`config.mk`:
```
export PLATFORM = sky130hd
export DESIGN_NAME = router_pkt_reader
export DESIGN_NICKNAME = d
export VERILOG_FILES = /design/src/rtl/router_pkt_reader_pkg.sv /design/src/rtl/router_parity_acc.sv /design/src/rtl/router_pkt_reader.sv
export SDC_FILE = /design/constraint.sdc
export NUM_CORES = 1
export LEC_CHECK = 0
export CORE_UTILIZATION = 30
export CTS_CLUSTER_DIAMETER = 30
export CTS_CLUSTER_SIZE = 8
export DETAILED_ROUTE_END_ITERATION = 16
export GPL_TIMING_DRIVEN = 0
export HOLD_SLACK_MARGIN = 0.03
export SYNTH_ARGS = -nofsm -noshare
export SYNTH_HDL_FRONTEND = slang
export SYNTH_SLANG_ARGS = --single-unit
```
`constraint.sdc`:
```
create_clock -name clk -period 2.35 [get_ports clk]
set_clock_uncertainty 0.05 [all_clocks]
set_input_delay 0.235 -clock clk [delete_from_list [all_inputs] [get_ports clk]]
set_output_delay 0.235 -clock clk [all_outputs]
set_load 0.01 [all_outputs]
```
`src/rtl/router_pkt_reader_pkg.sv`:
```
// Shared types and header field layout for the router destination-side packet reader.
package router_pkt_reader_pkg;

    typedef enum logic [2:0] {
        ST_IDLE,
        ST_WAIT,
        ST_HDR,
        ST_BODY,
        ST_DONE
    } rd_state_e;

    localparam int HDR_LEN_MSB       = 7;
    localparam int HDR_LEN_LSB       = 2;
    localparam int HDR_ADDR_W        = 2;
    localparam int SOFT_RESET_WINDOW = 30;

    localparam int LEN_W = HDR_LEN_MSB - HDR_LEN_LSB + 1;
    localparam int REM_W = LEN_W + 1;
    localparam int DLY_W = $clog2(SOFT_RESET_WINDOW);

endpackage

```
`src/rtl/router_parity_acc.sv`:
```
// Bytewise XOR accumulator: clear, seed with the header, fold payload bytes,
// and compare against the received parity byte.
module router_parity_acc (
    input  logic       clk,
    input  logic       reset_n,
    input  logic       clear_i,
    input  logic       seed_i,
    input  logic       fold_i,
    input  logic [7:0] byte_i,
    output logic       mismatch_o
);

    logic [7:0] acc_q;
    logic [7:0] acc_d;

    always_comb begin
        acc_d = acc_q;
        if (clear_i) begin
            acc_d = '0;
        end else if (seed_i) begin
            acc_d = byte_i;
        end else if (fold_i) begin
            acc_d = acc_q ^ byte_i;
        end
    end

    always_ff @(posedge clk) begin
        if (!reset_n) begin
            acc_q <= '0;
        end else begin
            acc_q <= acc_d;
        end
    end

    assign mismatch_o = (acc_q != byte_i);

endmodule

```
`src/rtl/router_pkt_reader.sv`:
```
// Router output-port packet reader: drains the port FIFO and splits header, payload, parity.
// Define ROUTER_PARITY_CHECK_EN to build the parity checker; otherwise parity_err is tied to 0.
module router_pkt_reader
    import router_pkt_reader_pkg::*;
#(
    parameter int READ_DELAY = 4
) (
    input  logic                  clk,
    input  logic                  reset_n,
    input  logic                  valid_out,
    input  logic [7:0]            data_out,
    input  logic                  soft_reset_in,
    output logic                  read_enb,
    output logic                  byte_valid,
    output logic [7:0]            byte_data,
    output logic [HDR_ADDR_W-1:0] pkt_addr,
    output logic [LEN_W-1:0]      pkt_len,
    output logic                  pkt_done,
    output logic                  parity_err
);

    // First read must land inside the router's soft-reset window.
    if (READ_DELAY < 0 || READ_DELAY > SOFT_RESET_WINDOW - 2) begin : g_bad_read_delay
        $error("router_pkt_reader: READ_DELAY out of range 0..28");
    end

    rd_state_e             state_q, state_d;
    logic [DLY_W-1:0]      dly_q, dly_d;
    logic [REM_W-1:0]      rem_q, rem_d;
    logic                  rd_pend_q, rd_pend_d;
    logic                  read_enb_q, read_enb_d;
    logic                  byte_valid_q, byte_valid_d;
    logic [7:0]            byte_data_q, byte_data_d;
    logic [HDR_ADDR_W-1:0] pkt_addr_q, pkt_addr_d;
    logic [LEN_W-1:0]      pkt_len_q, pkt_len_d;
    logic                  pkt_done_q, pkt_done_d;
    logic                  parity_err_q, parity_err_d;

    logic rd_fire;
    logic par_mismatch;

    assign rd_fire = read_enb_q & valid_out;

`ifdef ROUTER_PARITY_CHECK_EN
    logic acc_clear;
    logic acc_seed;
    logic acc_fold;

    assign acc_clear = soft_reset_in;
    assign acc_seed  = (state_q == ST_HDR) && rd_pend_q && !soft_reset_in;
    assign acc_fold  = (state_q == ST_BODY) && rd_pend_q && (rem_q > REM_W'(1)) && !soft_reset_in;

    router_parity_acc u_parity_acc (
        .clk        (clk),
        .reset_n    (reset_n),
        .clear_i    (acc_clear),
        .seed_i     (acc_seed),
        .fold_i     (acc_fold),
        .byte_i     (data_out),
        .mismatch_o (par_mismatch)
    );
`else
    assign par_mismatch = 1'b0;
`endif

    always_comb begin
        state_d      = state_q;
        dly_d        = dly_q;
        rem_d        = rem_q;
        rd_pend_d    = rd_fire;
        read_enb_d   = 1'b0;
        byte_valid_d = 1'b0;
        byte_data_d  = byte_data_q;
        pkt_addr_d   = pkt_addr_q;
        pkt_len_d    = pkt_len_q;
        pkt_done_d   = 1'b0;
        parity_err_d = parity_err_q;

        case (state_q)
            ST_IDLE: begin
                if (valid_out) begin
                    dly_d   = DLY_W'(READ_DELAY);
                    state_d = ST_WAIT;
                end
            end
            ST_WAIT: begin
                if (dly_q == '0) begin
                    read_enb_d = 1'b1;
                    state_d    = ST_HDR;
                end else begin
                    dly_d = dly_q - DLY_W'(1);
                end
            end
            ST_HDR: begin
                // Exactly one header read: drop the request on the accepting edge.
                read_enb_d = !rd_fire;
                if (rd_pend_q) begin
                    pkt_addr_d   = data_out[HDR_ADDR_W-1:0];
                    pkt_len_d    = data_out[HDR_LEN_MSB:HDR_LEN_LSB];
                    rem_d        = REM_W'(data_out[HDR_LEN_MSB:HDR_LEN_LSB]) + REM_W'(1);
                    parity_err_d = 1'b0;
                    state_d      = ST_BODY;
                end
            end
            ST_BODY: begin
                if (rd_pend_q) begin
                    rem_d = rem_q - REM_W'(1);
                    if (rem_q == REM_W'(1)) begin
                        parity_err_d = par_mismatch;
                        pkt_done_d   = 1'b1;
                        state_d      = ST_DONE;
                    end else begin
                        byte_valid_d = 1'b1;
                        byte_data_d  = data_out;
                    end
                end
                // Only request another byte if the one in flight still leaves some owed.
                read_enb_d = (REM_W'(rd_pend_d) < rem_d);
            end
            ST_DONE: begin
                state_d = ST_IDLE;
            end
            default: begin
                state_d = ST_IDLE;
            end
        endcase

        if (soft_reset_in) begin
            state_d      = ST_IDLE;
            dly_d        = '0;
            rem_d        = '0;
            rd_pend_d    = 1'b0;
            read_enb_d   = 1'b0;
            byte_valid_d = 1'b0;
            byte_data_d  = byte_data_q;
            pkt_addr_d   = pkt_addr_q;
            pkt_len_d    = pkt_len_q;
            pkt_done_d   = 1'b0;
            parity_err_d = parity_err_q;
        end
    end

    always_ff @(posedge clk) begin
        if (!reset_n) begin
            state_q      <= ST_IDLE;
            dly_q        <= '0;
            rem_q        <= '0;
            rd_pend_q    <= 1'b0;
            read_enb_q   <= 1'b0;
            byte_valid_q <= 1'b0;
            byte_data_q  <= '0;
            pkt_addr_q   <= '0;
            pkt_len_q    <= '0;
            pkt_done_q   <= 1'b0;
            parity_err_q <= 1'b0;
        end else begin
            state_q      <= state_d;
            dly_q        <= dly_d;
            rem_q        <= rem_d;
            rd_pend_q    <= rd_pend_d;
            read_enb_q   <= read_enb_d;
            byte_valid_q <= byte_valid_d;
            byte_data_q  <= byte_data_d;
            pkt_addr_q   <= pkt_addr_d;
            pkt_len_q    <= pkt_len_d;
            pkt_done_q   <= pkt_done_d;
            parity_err_q <= parity_err_d;
        end
    end

    assign read_enb   = read_enb_q;
    assign byte_valid = byte_valid_q;
    assign byte_data  = byte_data_q;
    assign pkt_addr   = pkt_addr_q;
    assign pkt_len    = pkt_len_q;
    assign pkt_done   = pkt_done_q;
    assign parity_err = parity_err_q;

endmodule

```
# Word-level counts from Yosys, hierarchy flattened
# Index checks and enable logic that the tools add are counted.
# word_totals
register_bits	36
latch_bits	0
ramBits	0
rom_bits	0
in_bits	12
out_inout_bits	20
elab_cells	65
memories	0
# op_classes
add_sub_neg	3
n_mul	0
div_mod_pow	0
n_lt_le_gt_ge	1
n_eq_ne	10
n_shift	0
n_mux	21
n_bitwise	6
reduce_logical	13
# op_table
cell	n
7-bit 2-to-1 mux	3
3-bit 2-to-1 mux	5
7-bit one-hot mux with 2 select lines	1
2-bit inequality test (second input constant)	6
3-bit one-hot mux with 4 select lines	1
5-bit 2-to-1 mux	2
5-bit one-hot mux with 2 select lines	1
5-bit AND reduction	2
6-bit by 1-bit adder with 7-bit output (second input constant)	1
7-bit by 1-bit equality test with 1-bit output (second input constant)	1
1-bit by 7-bit less-than comparator with 1-bit output	1
7-bit by 1-bit subtractor with 7-bit output (second input constant)	1
3-bit by 2-bit equality test with 1-bit output (second input constant)	2
1-bit 2-to-1 mux	6
3-bit AND reduction	2
5-bit logical NOT	1
1-bit inverter	5
5-bit by 1-bit subtractor with 5-bit output (second input constant)	1
4-bit AND reduction	1
2-bit nonzero test	2
4-bit OR reduction	1
3-bit by 1-bit equality test with 1-bit output (second input constant)	1
3-bit logical NOT	1
1-bit one-hot mux with 3 select lines	1
other kinds (5)	5

# Longest topological paths before layout
# Gate-level depths: netlist of run 1.
# depth
word_depth	5
ltp_mapped	7
depth_no_buf	6

# Worst setup path before layout of run 1
# Ideal clock, no wire load.
# synth_path
kind	reg-to-reg
start	reg dly_q[0]
end	reg dly_q[4]
arrival_time_ps	1677
t_required_ps	2230
path_slack_ps	553
path_stages_with_launch	7
n_path_buf	0
period_less_slack_ps	1797
path_cell_list	dfxtp_1 -> inv_1 -> ha_1 -> nor4b_2 -> a2111o_1 -> or3_1 -> a21oi_1
# synth_between
elab_chain_cells	3
word_cells_on_any_way	6
cone_classes	add/sub: 1; eq/ne: 1; mux: 2; reduce/logical: 2
# synth_rtl
element	line	source
from (decl)	router_pkt_reader.sv:28	logic [DLY_W-1:0] dly_q, dly_d;
from (signal assigned)	router_pkt_reader.sv:158	dly_q <= dly_d;
5-bit by 1-bit subtractor with 5-bit output / 5-bit logical NOT (equally long branches)	router_pkt_reader.sv:91, router_pkt_reader.sv:87	
5-bit 2-to-1 mux / 2-bit inequality test (equally long branches)	n/a	
5-bit one-hot mux with 2 select lines / 3-bit AND reduction (equally long branches)	n/a	
# Parallel ways exist; a longest one is shown, timed or not. The select of a mux whose other input is x is not followed.
# A chain may end at the register's enable or synchronous reset.

# Worst setup path in the final report of run 1
# Same ends and word-level chain as after synthesis.

==> flow_summary.rst, run 1 <==
.. list-table::
   :header-rows: 1

   * - Metric
     - Value
   * - Outcome
     - finished, final reports clean
   * - Share of cells above drive strength 1
     - 0.102
   * - Largest area contributor in the synthesized netlist
     - sky130_fd_sc_hd__dfxtp_1
   * - DRC Markers
     - 0
   * - Startpoint type of the worst setup path
     - flop
   * - Yosys warns
     - 0
   * - Count of max-cap constraint violations
     - 0
   * - Synthesized area per cell
     - just over 9 sq um
   * - Wire length of the first global-routing pass
     - 7.42 mm
   * - Worst hold path type
     - reg -> reg
   * - Routed WL per cell
     - between 10 and 15 microns
   * - Core utilization of the finished layout
     - 0.400
   * - Core region area
     - between 5000 and 6000 sq um
   * - Grt total ovfl
     - 0
   * - Final wirelength
     - roughly 4.3 mm
   * - Crit path from
     - dly_q[0]
   * - R2R Path Start
     - dly_q[0]
   * - Number of buffers created by CTS
     - 5
   * - Critical path endpoint category
     - flop
   * - Total routing usage reported by global routing
     - 0.148
   * - Maximum clock frequency
     - approximately 500 MHz
   * - Vias per inst
     - 5.02
   * - Slowest stage cell on the critical path
     - sky130_fd_sc_hd__a2111o_1
   * - Cell Chain, Critical Path
     - inv_1 -> ha_1 -> nor4b_2 -> a2111o_1 -> or3_1 -> a21oi_1
   * - Starting utilization of the core area
     - 0.314
   * - Cell variety after synth
     - 51
   * - Count of hold-fix buffers inserted at cts
     - 0
   * - Skew-Pair Late Insertion Delay
     - 290 ps
   * - Top Ports
     - 32
   * - Crit path DAT
     - 2110 ps
   * - WP depth
     - 6
   * - Sum Neg Setup Slack
     - 0 ps
   * - Syn Nets
     - about 220
   * - Worst ir drop on vdd
     - roughly 290 uV
   * - Fraction of synthesized cell area taken by the top area cell type
     - 0.374
   * - Areal power density over the cells
     - between 500 and 600 nW/um^2
   * - Antenna diode instance count
     - 0
   * - TritonCTS clock tree
     - done
   * - Number of pins with negative max-slew slack in the final report
     - 0
   * - Seq/Total Area, Yosys
     - 0.374
   * - Number of fill cells
     - 607
   * - Final estimated routing congestion in global placement
     - between 0.7 and 0.8
   * - Post-Synthesis Cells
     - around 200
   * - Iter 0 DRT Violations
     - approximately 110
   * - Share of the clock period used by the worst path
     - 0.828
   * - Setup violation total in the final timing report
     - 0
   * - Multi-input gate area in the final layout
     - about 1100 sq um
   * - Top fanout value on the critical path
     - 7
   * - Layout Area Growth over Synthesis
     - 27.1%
   * - Root cell of the clock tree
     - sky130_fd_sc_hd__clkbuf_8
   * - CP Buf/Inv Count
     - 1
   * - Post CTS Setup Buffer Count
     - 0
   * - Total of buffers placed on input and output ports
     - 30
   * - Number of iterations in the first detailed-routing pass
     - 4
   * - Number of global-route vias before repair
     - 1543
   * - Critical Path Sink
     - dly_q[4]
   * - Post-detailed-placement half-perimeter wirelength
     - 3.09 mm
   * - Min cycle time layout
     - 1940 ps
   * - Number of nets at the end of the flow
     - 260
   * - Class of the most critical setup path
     - reg -> reg
   * - Leakage power summed over all cells
     - slightly below 0.8 nW
   * - Normalized max-slew margin
     - 0.579
   * - Std-Cell Rows
     - 28
   * - Worst reg2reg endpoint
     - dly_q[4]
   * - Slew at the pin closest to its max-slew limit
     - 630 ps
   * - Bufs on Longest Clock Path
     - 2
   * - Top cells by area, synth
     - sky130_fd_sc_hd__dfxtp_1, sky130_fd_sc_hd__mux2i_1, sky130_fd_sc_hd__nor2b_1, sky130_fd_sc_hd__a21oi_1, sky130_fd_sc_hd__ha_1
   * - Vertical die dimension
     - 81.0 microns
   * - Number of cells upsized or downsized after cts
     - 0
   * - Mapped cell area
     - approximately 1900 sq um
   * - Initial antenna violation count
     - 0
   * - Peak per-stage delay on the critical path
     - 500 ps
   * - Proportion of synthesized flip-flops having asynchronous set or reset
     - 0
   * - Final-report hold violation count
     - 0
   * - Die Area
     - 6560 sq um
   * - Level count of the clock H-tree
     - 2
   * - Internal reg-to-reg setup slack
     - 410 ps
   * - Total via count in the routed design
     - 1601
   * - Reg2reg path depth
     - 6
   * - Yosys reg bits
     - 35
   * - Pin count of the biggest net entering global routing
     - 13
   * - Category of cells accounting for the largest share of critical-path delay
     - compound AO/OA/AOI/OAI gates
   * - Total area of sequential cells
     - ~700 sq um
   * - Number of nets with antenna violations after detailed routing
     - 0
   * - Sink Count
     - 35
   * - X dimension of the die
     - 81.0 microns
   * - Worst EP required
     - between 2000 and 3000 ps
   * - Count of flip-flops with a built-in enable after synthesis
     - 0
   * - Clock slew at the register clock pins of the worst setup and hold paths
     - 80 ps
   * - Main flop type after synthesis
     - sky130_fd_sc_hd__dfxtp_1
   * - Unrepaired setup endpoints after global routing
     - no
[synth_stat cells, types with 2 or more instances]
cell type                  number
sky130_fd_sc_hd__a21oi_1       14
sky130_fd_sc_hd__nor4_1         2
sky130_fd_sc_hd__and2_1         3
sky130_fd_sc_hd__or3_1          5
sky130_fd_sc_hd__xnor2_1        6
sky130_fd_sc_hd__clkbuf_1       3
sky130_fd_sc_hd__nor3_1         6
sky130_fd_sc_hd__a221oi_1       2
sky130_fd_sc_hd__dfxtp_1       35
sky130_fd_sc_hd__mux2i_1       17
sky130_fd_sc_hd__ha_1           5
sky130_fd_sc_hd__buf_6          3
sky130_fd_sc_hd__nand2b_1       3
sky130_fd_sc_hd__o21ai_0       11
sky130_fd_sc_hd__inv_1          7
sky130_fd_sc_hd__buf_4          2
sky130_fd_sc_hd__a31oi_1        3
sky130_fd_sc_hd__buf_2          2
sky130_fd_sc_hd__nor2b_1       17
sky130_fd_sc_hd__a211oi_1       3
sky130_fd_sc_hd__nor2_1        13
sky130_fd_sc_hd__nand3_1        5
sky130_fd_sc_hd__o21a_1         2
sky130_fd_sc_hd__nand2_1       10
[state kept, by name (all words and copies together), names as in the netlist]
name and cells:
pkt_done 1, byte_valid 1, pkt_len 6, byte_data 8, dly_q 5, rd_pend_q 1
pkt_addr 2, read_enb 1, state_q 3, rem_q 7
[metrics by stage]
step | area [sq um] | total power, mW | setup slack, ps | instances | hold WS, ps
after floorplan | 1870 | 0.677 | 553 | 206 | 313
after global placement | 2270 | 0.719 | 346 | 311 | 422
after detailed placement | 2270 | 0.720 | 329 | 311 | 428
after CTS | 2380 | 1.27 | 388 | 319 | 441
after global routing | 2380 | 1.31 | 249 | 319 | 465
final | 2380 | 1.26 | 405 | 319 | 438
[tightest hold or removal path: cells and delay by family, from the launching register on]
family        cells  cell delay (ps)
simple gates      2              120
flops             1              330
[where the power goes]
part           total [mW]  internal (mW)  switching [mW]
logic               0.105         0.0518          0.0533
clock network       0.551          0.316           0.235
registers           0.601          0.597         0.00434
total                1.26          0.965           0.292
[cell type report]
cell class / instances / share of cell area
tap: 75 / 0.0394
timing repair buffer: 30 / 0.126
clock buffer: 5 / 0.0289
multi-input combinational: 154 / 0.452
inverter: 7 / 0.0110
clock inverter: 3 / 0.0184
sequential: 35 / 0.294
buffer: 10 / 0.0294
[per-layer routing]
layer	global-route usage	vias up	wire, microns
met3	0.0517	7	243
met1	0.185	750	2020
li1	-	813	-
met5	0	-	0
met2	0.234	31	1960
met4	0.0536	0	68
[cell families (layout without fill, tap and decap cells)]
| group | count (synthesis) | after routing | synth area share |
|---|---|---|---|
| other cells | 1 | 1 | 0.00200 |
| mux | 17 | 17 | 0.0908 |
| simple gates | 78 | 78 | 0.257 |
| compound gates | 46 | 46 | 0.159 |
| flops | 35 | 35 | 0.374 |
| fa+ha+maj | 5 | 5 | 0.0334 |
| buf+inv | 17 | 55 | 0.0514 |
| xor+xnor | 7 | 7 | 0.0327 |
[worst min path at each step]
| stage | slack (ps) | cells past startpoint | endpoint | startpoint |
|---|---|---|---|---|
| 2_1_floorplan | 310 | 1 | byte_data[1] | reset_n |
| 3_3_place_gp | 420 | 2 | rd_pend_q | read_enb |
| 3_5_place_dp | 430 | 2 | rd_pend_q | read_enb |
| 4_1_cts | 440 | 2 | rd_pend_q | read_enb |
| 5_1_grt | 470 | 2 | rd_pend_q | read_enb |
| 6_report | 440 | 2 | rd_pend_q | read_enb |
[cell usage in the layout, fill, tap and decap left out, types with 2 or more instances in the layout]
master                             n
sky130_fd_sc_hd__nand2b_1          3
sky130_fd_sc_hd__ha_1              5
sky130_fd_sc_hd__a211oi_1          3
sky130_fd_sc_hd__inv_1             7
sky130_fd_sc_hd__dfxtp_1          35
sky130_fd_sc_hd__buf_6             3
sky130_fd_sc_hd__nand2_1          10
sky130_fd_sc_hd__a31oi_1           3
sky130_fd_sc_hd__nor4_1            2
sky130_fd_sc_hd__clkbuf_1          3
sky130_fd_sc_hd__o21a_1            2
sky130_fd_sc_hd__buf_4             2
sky130_fd_sc_hd__nand3_1           5
sky130_fd_sc_hd__a221oi_1          2
sky130_fd_sc_hd__o21ai_0          11
sky130_fd_sc_hd__or3_1             5
sky130_fd_sc_hd__buf_2             2
sky130_fd_sc_hd__xnor2_1           6
sky130_fd_sc_hd__clkdlybuf4s50_1  30
sky130_fd_sc_hd__clkbuf_8          5
sky130_fd_sc_hd__mux2i_1          17
sky130_fd_sc_hd__nor2b_1          17
sky130_fd_sc_hd__nor3_1            6
sky130_fd_sc_hd__and2_1            3
sky130_fd_sc_hd__nor2_1           13
sky130_fd_sc_hd__a21oi_1          14
(Power assumes the default switching activity.)
==> run 2, diff against run 1 <==
==> constraint.sdc (replaced) <==
create_clock -name clk -period 1.61 [get_ports clk]
set_clock_uncertainty 0.05 [all_clocks]
set_input_delay 0.161 -clock clk [delete_from_list [all_inputs] [get_ports clk]]
set_output_delay 0.161 -clock clk [all_outputs]
set_load 0.01 [all_outputs]
==> run 2 against run 1 <==
The flow now finishes with violations (setup timing). Die area did not move. Critical endpoint is now dly_q[3]. Setup slack got worse by 450 ps. Register-to-register slack got worse by 450 ps. First-iteration DRC count fell by 27%. Non-clock buffer count rose by 17. Maximum frequency rose by 17%. Critical path type unchanged. Global-route usage rose by 1.4 points. Utilization rose by 4.7 points. Clock-buffer cell count rose by 1. Critical path depth did not move.
==> flow_summary.rst, run 2 (same netlist as run 1, synthesis figures left out) <==
.. list-table::
   :header-rows: 1

   * - Metric
     - Value
   * - Leading cell type in the layout, fill and taps excluded
     - sky130_fd_sc_hd__clkdlybuf4s50_1 (was sky130_fd_sc_hd__dfxtp_1)
   * - Crit path setup slack, layout
     - -45.9 ps (was 405 ps)
   * - Die Area
     - 6560 sq um (unchanged)
   * - Reg2reg path depth
     - 6 (unchanged)
   * - Routed WL per cell
     - 14.1 microns (was 13.4 microns)
   * - Antenna diode instance count
     - 0 (unchanged)
   * - Pin count of the biggest net entering global routing
     - 12 (was 13)
   * - Root cell of the clock tree
     - sky130_fd_sc_hd__clkbuf_8 (unchanged)
   * - Top fanout value on the critical path
     - 5 (was 7)
   * - Share of cells above drive strength 1
     - 0.261 (was 0.102)
   * - Total via count in the routed design
     - 1672 (was 1601)
   * - Vias per inst
     - 4.98 (was 5.02)
   * - Min cycle time layout
     - 1660 ps (was 1940 ps)
   * - Crit path from
     - dly_q[1] (was dly_q[0])
   * - Post-detailed-placement half-perimeter wirelength
     - 3.06 mm (was 3.09 mm)
   * - Number of iterations in the first detailed-routing pass
     - 4 (unchanged)
   * - Total routing usage reported by global routing
     - 0.162 (was 0.148)
   * - Skew-Pair Late Insertion Delay
     - 290 ps (about the same)
   * - Core region area
     - 5960 sq um (unchanged)
   * - Slew at the pin closest to its max-slew limit
     - 520 ps (was 630 ps)
   * - Final-report hold violation count
     - 0 (unchanged)
   * - Grt total ovfl
     - 0 (unchanged)
   * - Crit path DAT
     - 1830 ps (was 2110 ps)
   * - Number of global-route vias before repair
     - 1663 (was 1543)
   * - Number of nets at the end of the flow
     - 277 (was 260)
   * - Layout Area Growth over Synthesis
     - 41.9% (was 27.1%)
   * - Final wirelength
     - 4.73 mm (was 4.29 mm)
   * - Startpoint type of the worst setup path
     - flop (unchanged)
   * - Bufs on Longest Clock Path
     - 2 (unchanged)
   * - Worst ir drop on vdd
     - 413 uV (was 290 uV)
   * - Top Ports
     - 32 (unchanged)
   * - Maximum clock frequency
     - 604 MHz (was 514 MHz)
   * - Unrepaired setup endpoints after global routing
     - yes (was no)
   * - Pwr Total
     - 1.69 mW (was 1.26 mW)
   * - Class of the most critical setup path
     - reg -> reg (unchanged)
   * - Iter 0 DRT Violations
     - 79 (was 108)
   * - Critical Path Sink
     - dly_q[3] (was dly_q[4])
   * - Sink Count
     - 35 (unchanged)
   * - Leakage power summed over all cells
     - 0.936 nW (was 0.771 nW)
   * - Clock slew at the register clock pins of the worst setup and hold paths
     - 70 ps (was 80 ps)
   * - Violated checks
     - setup timing
   * - TritonCTS clock tree
     - done (unchanged)
   * - DRC Markers
     - 0 (unchanged)
   * - Normalized max-slew margin
     - 0.654 (was 0.579)
   * - Internal reg-to-reg setup slack
     - -50 ps (was 410 ps)
   * - Count of hold-fix buffers inserted at cts
     - 0 (unchanged)
   * - Share of the clock period used by the worst path
     - 1.03 (was 0.828)
   * - Sum Neg Setup Slack
     - -92.4 ps (was 0 ps)
   * - Starting utilization of the core area
     - 0.314 (unchanged)
   * - Areal power density over the cells
     - 637 nW/um^2 (was 528 nW/um^2)
   * - Total of buffers placed on input and output ports
     - 30 (unchanged)
   * - Final estimated routing congestion in global placement
     - 0.807 (was 0.798)
   * - Flip-flop count of the largest register, all copies and words added
     - 8 (unchanged)
   * - Level count of the clock H-tree
     - 2 (unchanged)
   * - Count of max-cap constraint violations
     - 0 (unchanged)
   * - Number of buffers created by CTS
     - 5 (unchanged)
   * - Initial antenna violation count
     - 0 (unchanged)
   * - Vertical die dimension
     - 81.0 microns (unchanged)
   * - X dimension of the die
     - 81.0 microns (unchanged)
   * - Top library cells by usage in the layout, fill and taps aside
     - sky130_fd_sc_hd__clkdlybuf4s50_1, sky130_fd_sc_hd__dfxtp_1, sky130_fd_sc_hd__buf_4 (was sky130_fd_sc_hd__dfxtp_1, sky130_fd_sc_hd__clkdlybuf4s50_1, sky130_fd_sc_hd__nor2b_1, sky130_fd_sc_hd__mux2i_1, sky130_fd_sc_hd__a21oi_1)
   * - Wire length of the first global-routing pass
     - 7.98 mm (was 7.42 mm)
   * - Setup violation total in the final timing report
     - 3 (was 0)
   * - Worst EP required
     - 1790 ps (was 2520 ps)
   * - Number of nets with antenna violations after detailed routing
     - 0 (unchanged)
   * - Number of pins with negative max-slew slack in the final report
     - 0 (unchanged)
   * - Min-delay src
     - reset_n (was read_enb)
   * - Worst reg2reg endpoint
     - dly_q[3] (was dly_q[4])
   * - Outcome
     - finished, violations left (was finished, final reports clean)
   * - Critical path endpoint category
     - flop (unchanged)
   * - Std-Cell Rows
     - 28 (unchanged)
   * - Worst hold path type
     - in -> reg (was reg -> reg)
   * - R2R Path Start
     - dly_q[1] (was dly_q[0])
run 2: cell type report:
cell class | instances | area [sq um]
Fill cell | 626 | 3300
Clock buffer | 6 | 72.6
Buffer | 10 | 73.8
Timing Repair Buffer | 47 | 434
Tap cell | 75 | 93.8
Clock inverter | 2 | 12.5
Sequential cell | 35 | 714
Multi-Input combinational cell | 154 | 1230
Inverter | 7 | 28.8
run 2: critical path: stages (launching register included):
cell and delay, ps:
sky130_fd_sc_hd__dfxtp_2 340, sky130_fd_sc_hd__inv_2 50, sky130_fd_sc_hd__ha_4 140, sky130_fd_sc_hd__nor4b_4 120
sky130_fd_sc_hd__a2111o_1 430, sky130_fd_sc_hd__or3_1 340, sky130_fd_sc_hd__a21oi_2 110
run 2: metrics by stage:
step	cell area, sq um	setup WS (ps)	cells	util	hold slack (ps)
after floorplan	1890	3.40	206	-	239
after global placement	2280	-301	311	0.383	424
after detailed placement	2280	-291	311	0.383	432
after CTS	2530	-77.3	332	0.425	437
after global routing	2660	-141	336	0.446	270
final	2660	-45.9	336	0.446	251
run 2: how the worst min path moves through the flow:
stage               slack (ps)            to  cells after the start
floorplan                  240  byte_data[1]                      1
global placement           420     rd_pend_q                      2
detailed placement         430     rd_pend_q                      2
CTS                        440     rd_pend_q                      2
global route               270  byte_data[2]                      2
finish                     250  byte_data[2]                      2
run 2: per-layer routing:
metal / wire length, microns / part of all wire / track usage / up-vias
li1: - / - / - / 847
met1: 2090 / 0.44 / 0.192 / 778
met2: 2260 / 0.48 / 0.274 / 43
met3: 317 / 0.067 / 0.0449 / 4
met4: 62 / 0.013 / 0.0643 / 0
met5: 0 / 0 / 0 / -
run 2: power breakdown:
part | switching, mW | internal (mW)
sequential | 0.00767 | 0.868
combinational | 0.0904 | 0.0996
clock | 0.324 | 0.302
run 2: timing repair:
action,CTS,global route
endpoints found under the setup margin,21,23
cloned,1,0
pin swaps,2,13
buffers inserted,12,4
gates resized for setup,24,20
